--- config.mk ---
export PLATFORM = sky130hd
export DESIGN_NAME = dm_cache_controller
export DESIGN_NICKNAME = d
export VERILOG_FILES = /design/src/rtl/dm_cache_controller.sv
export SDC_FILE = /design/constraint.sdc
export NUM_CORES = 2
export LEC_CHECK = 0
export CORE_MARGIN = 4
export CORE_UTILIZATION = 58
export CTS_CLUSTER_DIAMETER = 50
export CTS_CLUSTER_SIZE = 28
export DETAILED_ROUTE_END_ITERATION = 10
export GPL_ROUTABILITY_DRIVEN = 1
export HOLD_SLACK_MARGIN = 0.1
export PLACE_DENSITY = 0.79
export RECOVER_POWER = 100
export SYNTH_ARGS = -nofsm -noshare
export SYNTH_HDL_FRONTEND = slang
export SYNTH_SLANG_ARGS = --single-unit
--- constraint.sdc ---
create_clock -name clk -period 5.3 [get_ports clk]
set_input_delay 1.325 -clock clk [delete_from_list [all_inputs] [get_ports clk]]
set_output_delay 1.325 -clock clk [all_outputs]
set_load 0.005 [all_outputs]
--- src/rtl/dm_cache_controller.sv ---
// Direct-mapped, write-back, write-allocate cache controller with 32-byte lines.
// Serves 32-bit CPU loads/stores and initiates block writebacks and fills to main memory.
module dm_cache_controller #(
    parameter int NUM_LINES = 8,
    parameter int ADDR_W    = 16
) (
    input  logic              clk,
    input  logic              reset,
    input  logic              cpu_req,
    input  logic              cpu_we,
    input  logic [ADDR_W-1:0] cpu_addr,
    input  logic [31:0]       cpu_wdata,
    output logic [31:0]       cpu_rdata,
    output logic              cpu_ready,
    output logic              mem_write_en_block,
    output logic [ADDR_W-1:0] mem_block_addr_wr,
    output logic [255:0]      mem_write_block,
    output logic              mem_read_block_en,
    output logic [ADDR_W-1:0] mem_block_addr_rd,
    input  logic [255:0]      mem_read_block_in,
    output logic [15:0]       hit_count,
    output logic [15:0]       miss_count
);
    localparam int INDEX_W = $clog2(NUM_LINES);
    localparam int TAG_W   = ADDR_W - 5 - INDEX_W;

    // state     | meaning
    // IDLE      | waiting for cpu_req; latches the request on acceptance
    // COMPARE   | tag lookup; completes on hit, else picks writeback or allocate
    // WRITEBACK | dirty victim line driven to memory for one cycle
    // ALLOCATE  | block read strobe for the requested line
    // FILL      | memory data captured into the line, then re-compare
    typedef enum logic [2:0] {
        IDLE      = 3'd0,
        COMPARE   = 3'd1,
        WRITEBACK = 3'd2,
        ALLOCATE  = 3'd3,
        FILL      = 3'd4
    } state_t;

    state_t state;
    state_t state_next;

    logic [TAG_W-1:0]   req_tag;
    logic [INDEX_W-1:0] req_index;
    logic [2:0]         req_word;
    logic               req_we;
    logic [31:0]        req_wdata;
    logic               first_lookup;

    logic [NUM_LINES-1:0] line_valid;
    logic [NUM_LINES-1:0] line_dirty;
    logic [TAG_W-1:0]     line_tag  [NUM_LINES];
    logic [255:0]         line_data [NUM_LINES];

    logic         accept;
    logic         hit;
    logic         victim_dirty;
    logic [255:0] cur_line;
    logic         addr_lsb_unused;

    assign addr_lsb_unused = ^cpu_addr[1:0];

    // The CPU drops cpu_req on the edge after it sees cpu_ready, so ignore that cycle.
    assign accept       = (state == IDLE) && cpu_req && !cpu_ready;
    assign cur_line     = line_data[req_index];
    assign hit          = line_valid[req_index] && (line_tag[req_index] == req_tag);
    assign victim_dirty = line_valid[req_index] && line_dirty[req_index];

    function automatic logic [15:0] sat_inc(input logic [15:0] value);
        return (value == 16'hFFFF) ? value : value + 16'd1;
    endfunction

    always_ff @(posedge clk) begin
        if (reset) begin
            state <= IDLE;
        end else begin
            state <= state_next;
        end
    end

    // Enables are decoded from state and gated by reset so they never assert in a reset cycle.
    always_comb begin
        state_next         = state;
        mem_write_en_block = 1'b0;
        mem_read_block_en  = 1'b0;
        unique case (state)
            IDLE: begin
                if (accept) state_next = COMPARE;
            end
            COMPARE: begin
                if (hit)               state_next = IDLE;
                else if (victim_dirty) state_next = WRITEBACK;
                else                   state_next = ALLOCATE;
            end
            WRITEBACK: begin
                mem_write_en_block = !reset;
                state_next         = ALLOCATE;
            end
            ALLOCATE: begin
                mem_read_block_en = !reset;
                state_next        = FILL;
            end
            FILL: begin
                state_next = COMPARE;
            end
            default: begin
                state_next = IDLE;
            end
        endcase
    end

    always_ff @(posedge clk) begin
        if (reset) begin
            req_tag           <= '0;
            req_index         <= '0;
            req_word          <= '0;
            req_we            <= 1'b0;
            req_wdata         <= '0;
            first_lookup      <= 1'b0;
            line_valid        <= '0;
            line_dirty        <= '0;
            cpu_ready         <= 1'b0;
            cpu_rdata         <= '0;
            hit_count         <= '0;
            miss_count        <= '0;
            mem_block_addr_wr <= '0;
            mem_write_block   <= '0;
            mem_block_addr_rd <= '0;
        end else begin
            cpu_ready <= 1'b0;
            case (state)
                IDLE: begin
                    if (accept) begin
                        req_tag      <= cpu_addr[ADDR_W-1 -: TAG_W];
                        req_index    <= cpu_addr[5 +: INDEX_W];
                        req_word     <= cpu_addr[4:2];
                        req_we       <= cpu_we;
                        req_wdata    <= cpu_wdata;
                        first_lookup <= 1'b1;
                    end
                end
                COMPARE: begin
                    first_lookup <= 1'b0;
                    if (first_lookup) begin
                        if (hit) hit_count  <= sat_inc(hit_count);
                        else     miss_count <= sat_inc(miss_count);
                    end
                    if (hit) begin
                        cpu_ready <= 1'b1;
                        if (req_we) line_dirty[req_index] <= 1'b1;
                        else        cpu_rdata <= cur_line[{req_word, 5'b0} +: 32];
                    end else begin
                        mem_block_addr_wr <= {line_tag[req_index], req_index, 5'b0};
                        mem_write_block   <= cur_line;
                        mem_block_addr_rd <= {req_tag, req_index, 5'b0};
                    end
                end
                FILL: begin
                    line_valid[req_index] <= 1'b1;
                    line_dirty[req_index] <= 1'b0;
                end
                default: begin
                end
            endcase
        end
    end

    // Tag and data storage need no reset: valid bits gate every use.
    always_ff @(posedge clk) begin
        if (!reset) begin
            if (state == FILL) begin
                line_tag[req_index]  <= req_tag;
                line_data[req_index] <= mem_read_block_in;
            end else if ((state == COMPARE) && hit && req_we) begin
                line_data[req_index][{req_word, 5'b0} +: 32] <= req_wdata;
            end
        end
    end

endmodule
==> results <==
- The proportion of register bits with asynchronous set or reset after synthesis is 0.
- The sum of buffers and inverters on the critical path is 2.
- The final number of max-transition violations is 364.
- Relative to the synthesized area, the layout overhead comes to 16.1%.
- The worst-case clock buffer depth is 3.
- The detailed-route DRC error count is 0.
- The congestion estimate from routability-driven global placement came to 0.937.
- The run finished, with violations left.
- The remaining number of nets flagged by the antenna check after routing is 0.
- The number of antenna violations at the first check in global routing is 55.
- The number of warnings issued by yosys is 0.
- The worst setup margin is between 0.3 and 0.4 ns.
- At the placement stage, the worst setup path has a slack of 0.655 ns.
- On the worst path, the slowest cell contributes a delay of 0.94 ns.
- Dividing total power by cell area gives a power density of 363 nW/um^2.
- The largest net degree at the start of global routing is 178.
- The via count of the first global-routing pass was 55400.
- The worst setup path is launched from a flop.
- The number of CTS-inserted buffers is 170.
- The final wirelength is 315000 microns.
- The most used flip-flop cell after synthesis is sky130_fd_sc_hd__edfxtp_1.
- The number of unique standard cell types used by synthesis is 57.
- The floorplan step defined a die boundary enclosing about 180000 sq um.
- The setup total negative slack is 0 ns.
- The hold violation total from the final report is 0.
- The number of non-filler instances in the completed layout is 8492.
- The first-pass detailed-route iteration total is 6.
- The path type of the worst setup path is flop to flop.
- Data on the critical path is required at its endpoint by 5.74 ns.
- The number of gates resized after CTS was 0.
- The die outline width is 422 microns.
- The total overflow reported by the global router is 0.
- In this run the post-CTS setup repair buffer count came out at 0.
- In the final routed layout, each cell accounts on average for 37.0 microns.
- The maximum fanout along the worst path is 40.
- The worst path in the final design needs a cycle of 4.95 ns, including I/O delays and setup.
- In this run, placement finished with an instance count of between 8000 and 9000.
- The final net count is 6400.
- Measured against its own limit, the worst slew margin works out to -0.250.
- The post-synthesis register bit count is between 2000 and 3000.
- The H-tree was split into 4 levels.
- A synthesized cell averages 18.3 sq um.
- The slowest stage of the critical path belongs to the cell sky130_fd_sc_hd__clkbuf_2.
- Counting every sink on the clock net gives 2522.
- The number of buffer cells added on primary ports is 650.
- The via-per-instance ratio is 6.81.
- The signal arrival time at the worst endpoint is 5.40 ns.
- The tool flagged a number of max-cap violations equal to 6.
- The post-synth design cell area is 99500 sq um.
- The worst-case IR drop observed on VDD is 0.327 mV.
- The share of the Yosys chip area taken by registers is 0.720.
- The final reports fail on max-capacitance violations, max-slew violations.
- The count of mapped cells out of synthesis is 5424.
- At the later pin of the worst-skew pair, clock insertion delay measures ~0.86 ns.
- TritonCTS built the clock tree.
- The number of hold-repair buffers added at the cts stage is 0.
- The register-to-register setup slack is 0.35 ns.
- After floorplanning, the core was divided into 151 placement rows.
- Summing over every cut layer, the via total after detailed routing is 57900.
- The overall track demand over capacity in global routing is 0.350.
- The gate family responsible for the most delay along the worst path is compound AO/OA/AOI/OAI gates.
- Setup repair after global routing left no endpoint under its margin.
- Of the cells placed in the final design, the portion with a size suffix greater than 1 is 0.176.
- In this run the count of I/O pins placed on the die edge is 663.
- After the first detailed-routing iteration, the DRC count stood at 9126.
- The cell chosen for the clock root is sky130_fd_sc_hd__clkbuf_16.
- The effective utilization at floorplan is 0.586.
- The critical path goes through nor2b_1 > a22oi_1 > a21o_1 > a221oi_2 > and4_2 > nand4_1 > buf_4 > a21oi_1 > clkbuf_2.
- Setup violations remaining at the end of the flow were counted as 0.
- Clock-pin slew was measured on the worst setup and hold paths at 0.09 ns.
- The number of flops mapped to enable cells by yosys is ~2100.
- The first-pass GRT wire length is 433000 microns.
- The placed wire-length estimate after detailed placement is 211000 microns.
- The final core utilization is 0.680.
- In this run the worst hold path is classified as flop to flop.
- The final cycle utilization of the critical path is 0.934.
- The worst setup skew after layout is about 0.044 ns.
- The die span in y is 422 microns.
- The worst setup path is captured at a flop.
- The fmax is 0.202 GHz.
- The layout has 10600 filler cells.
- The total leakage power is 37.5 nW.
- For the pin with the worst max-slew slack, the measured transition is 1.88 ns.
- The placeable core region is 170000 sq um.
==> flip-flops by register name, summed over array words and instances (netlist names), named ones only <==
register	flops
cpu_rdata	32
cpu_ready	1
first_lookup	1
hit_count	16
line_data	2048
line_tag	64
line_valid	8
mem_block_addr_rd	11
mem_block_addr_wr	8
mem_write_block	256
miss_count	16
req_index	3
req_tag	8
req_wdata	32
req_we	1
req_word	3
state	3
==> synthesized netlist by cell type, drive strengths merged, types with 6 or more instances <==
cell type	number	area, sq um
edfxtp	2112	63400
mux4	550	12400
nor2	441	1660
mux2i	423	4230
dfxtp	410	8210
a211oi	263	1970
mux2	229	2580
clkbuf	199	747
buf	178	891
a21oi	177	886
nand2	126	473
inv	43	161
nand2b	37	231
o22ai	32	200
nand3	21	105
o21ai	18	90.1
nand4	17	106
and3	15	93.8
nor2b	11	68.8
or3	11	68.8
a22oi	10	75.1
nor3	10	55.1
or4	8	60.1
a32oi	7	61.3
ha	7	87.6
nor4	7	43.8
and2	6	37.5
o31ai	6	45.0
==> report_power, final <==
| group | switching, mW | internal (mW) |
|---|---|---|
| registers | 0.335 | 21.8 |
| logic | 3.00 | 1.93 |
| clock network | 7.90 | 6.92 |
==> per-stage QoR <==
| step | power, mW | hold slack, ns | cell area, sq um |
|---|---|---|---|
| global placement | 27.4 | 0.437 | 110000 |
| CTS | 41.9 | 0.468 | 116000 |
| global route | 42.9 | 0.486 | 115000 |
| detailed placement | 27.5 | 0.445 | 110000 |
| finish | 41.9 | 0.472 | 115000 |
| floorplan | 24.9 | 0.426 | 99500 |
==> final cells by class <==
cell class	count	area, sq um	area share
clock inverter	139	2030	0.0176
tap	2218	2780	0.0240
inverter	44	170	0.00147
sequential	2522	71600	0.620
antenna	41	103	0.000889
multi-input combinational	2490	26300	0.228
timing repair buffer	857	8100	0.0701
clock buffer	181	4340	0.0376
==> cells by family (layout without fill, tap and decap cells) <==
family / after synthesis / after routing / synth area share
mux: 1202 / 1202 / 0.193
buf+inv: 421 / 1221 / 0.0181
simple gates: 728 / 728 / 0.0317
fa+ha+maj: 7 / 7 / 0.000881
flops: 2522 / 2522 / 0.720
compound gates: 539 / 539 / 0.0358
other cells: 1 / 51 / 0.0000377
xor+xnor: 4 / 4 / 0.000352
==> cells in the final DEF (no fill, tap or decap), types with 26 or more instances in the layout <==
cell type	n
sky130_fd_sc_hd__o22ai_1	32
sky130_fd_sc_hd__buf_4	116
sky130_fd_sc_hd__mux2i_1	423
sky130_fd_sc_hd__a21oi_1	158
sky130_fd_sc_hd__clkbuf_2	57
sky130_fd_sc_hd__inv_8	26
sky130_fd_sc_hd__dlygate4sd3_1	346
sky130_fd_sc_hd__dfxtp_1	407
sky130_fd_sc_hd__edfxtp_1	2112
sky130_fd_sc_hd__nand2_1	125
sky130_fd_sc_hd__a211oi_1	263
sky130_fd_sc_hd__nand2b_1	36
sky130_fd_sc_hd__mux2_1	225
sky130_fd_sc_hd__clkdlybuf4s50_1	303
sky130_fd_sc_hd__mux4_2	550
sky130_fd_sc_hd__nor2_1	441
sky130_fd_sc_hd__diode_2	41
sky130_fd_sc_hd__inv_1	41
sky130_fd_sc_hd__clkinv_8	36
sky130_fd_sc_hd__clkbuf_16	171
==> per-layer routing <==
layer	wire length (microns)	part of all wire	up-vias	GRT usage
met2	141000	0.45	4603	0.510
met4	31100	0.099	22	0.279
met1	100000	0.32	29200	0.440
met3	42200	0.13	912	0.104
met5	145	0.00046	-	0
li1	-	-	23100	-
==> worst paths after layout <==
path / from / end / cells after the start
max: flop / line_data[1][76]$_DFFE_PP_ / 9
min: line_valid[6]$_SDFFE_PP0P_ / line_valid[6]$_SDFFE_PP0P_ / 1
max reg2reg: flop / line_data[1][76]$_DFFE_PP_ / 9
min reg2reg: line_valid[6]$_SDFFE_PP0P_ / line_valid[6]$_SDFFE_PP0P_ / 1
Power figures use the tool's default switching activity.
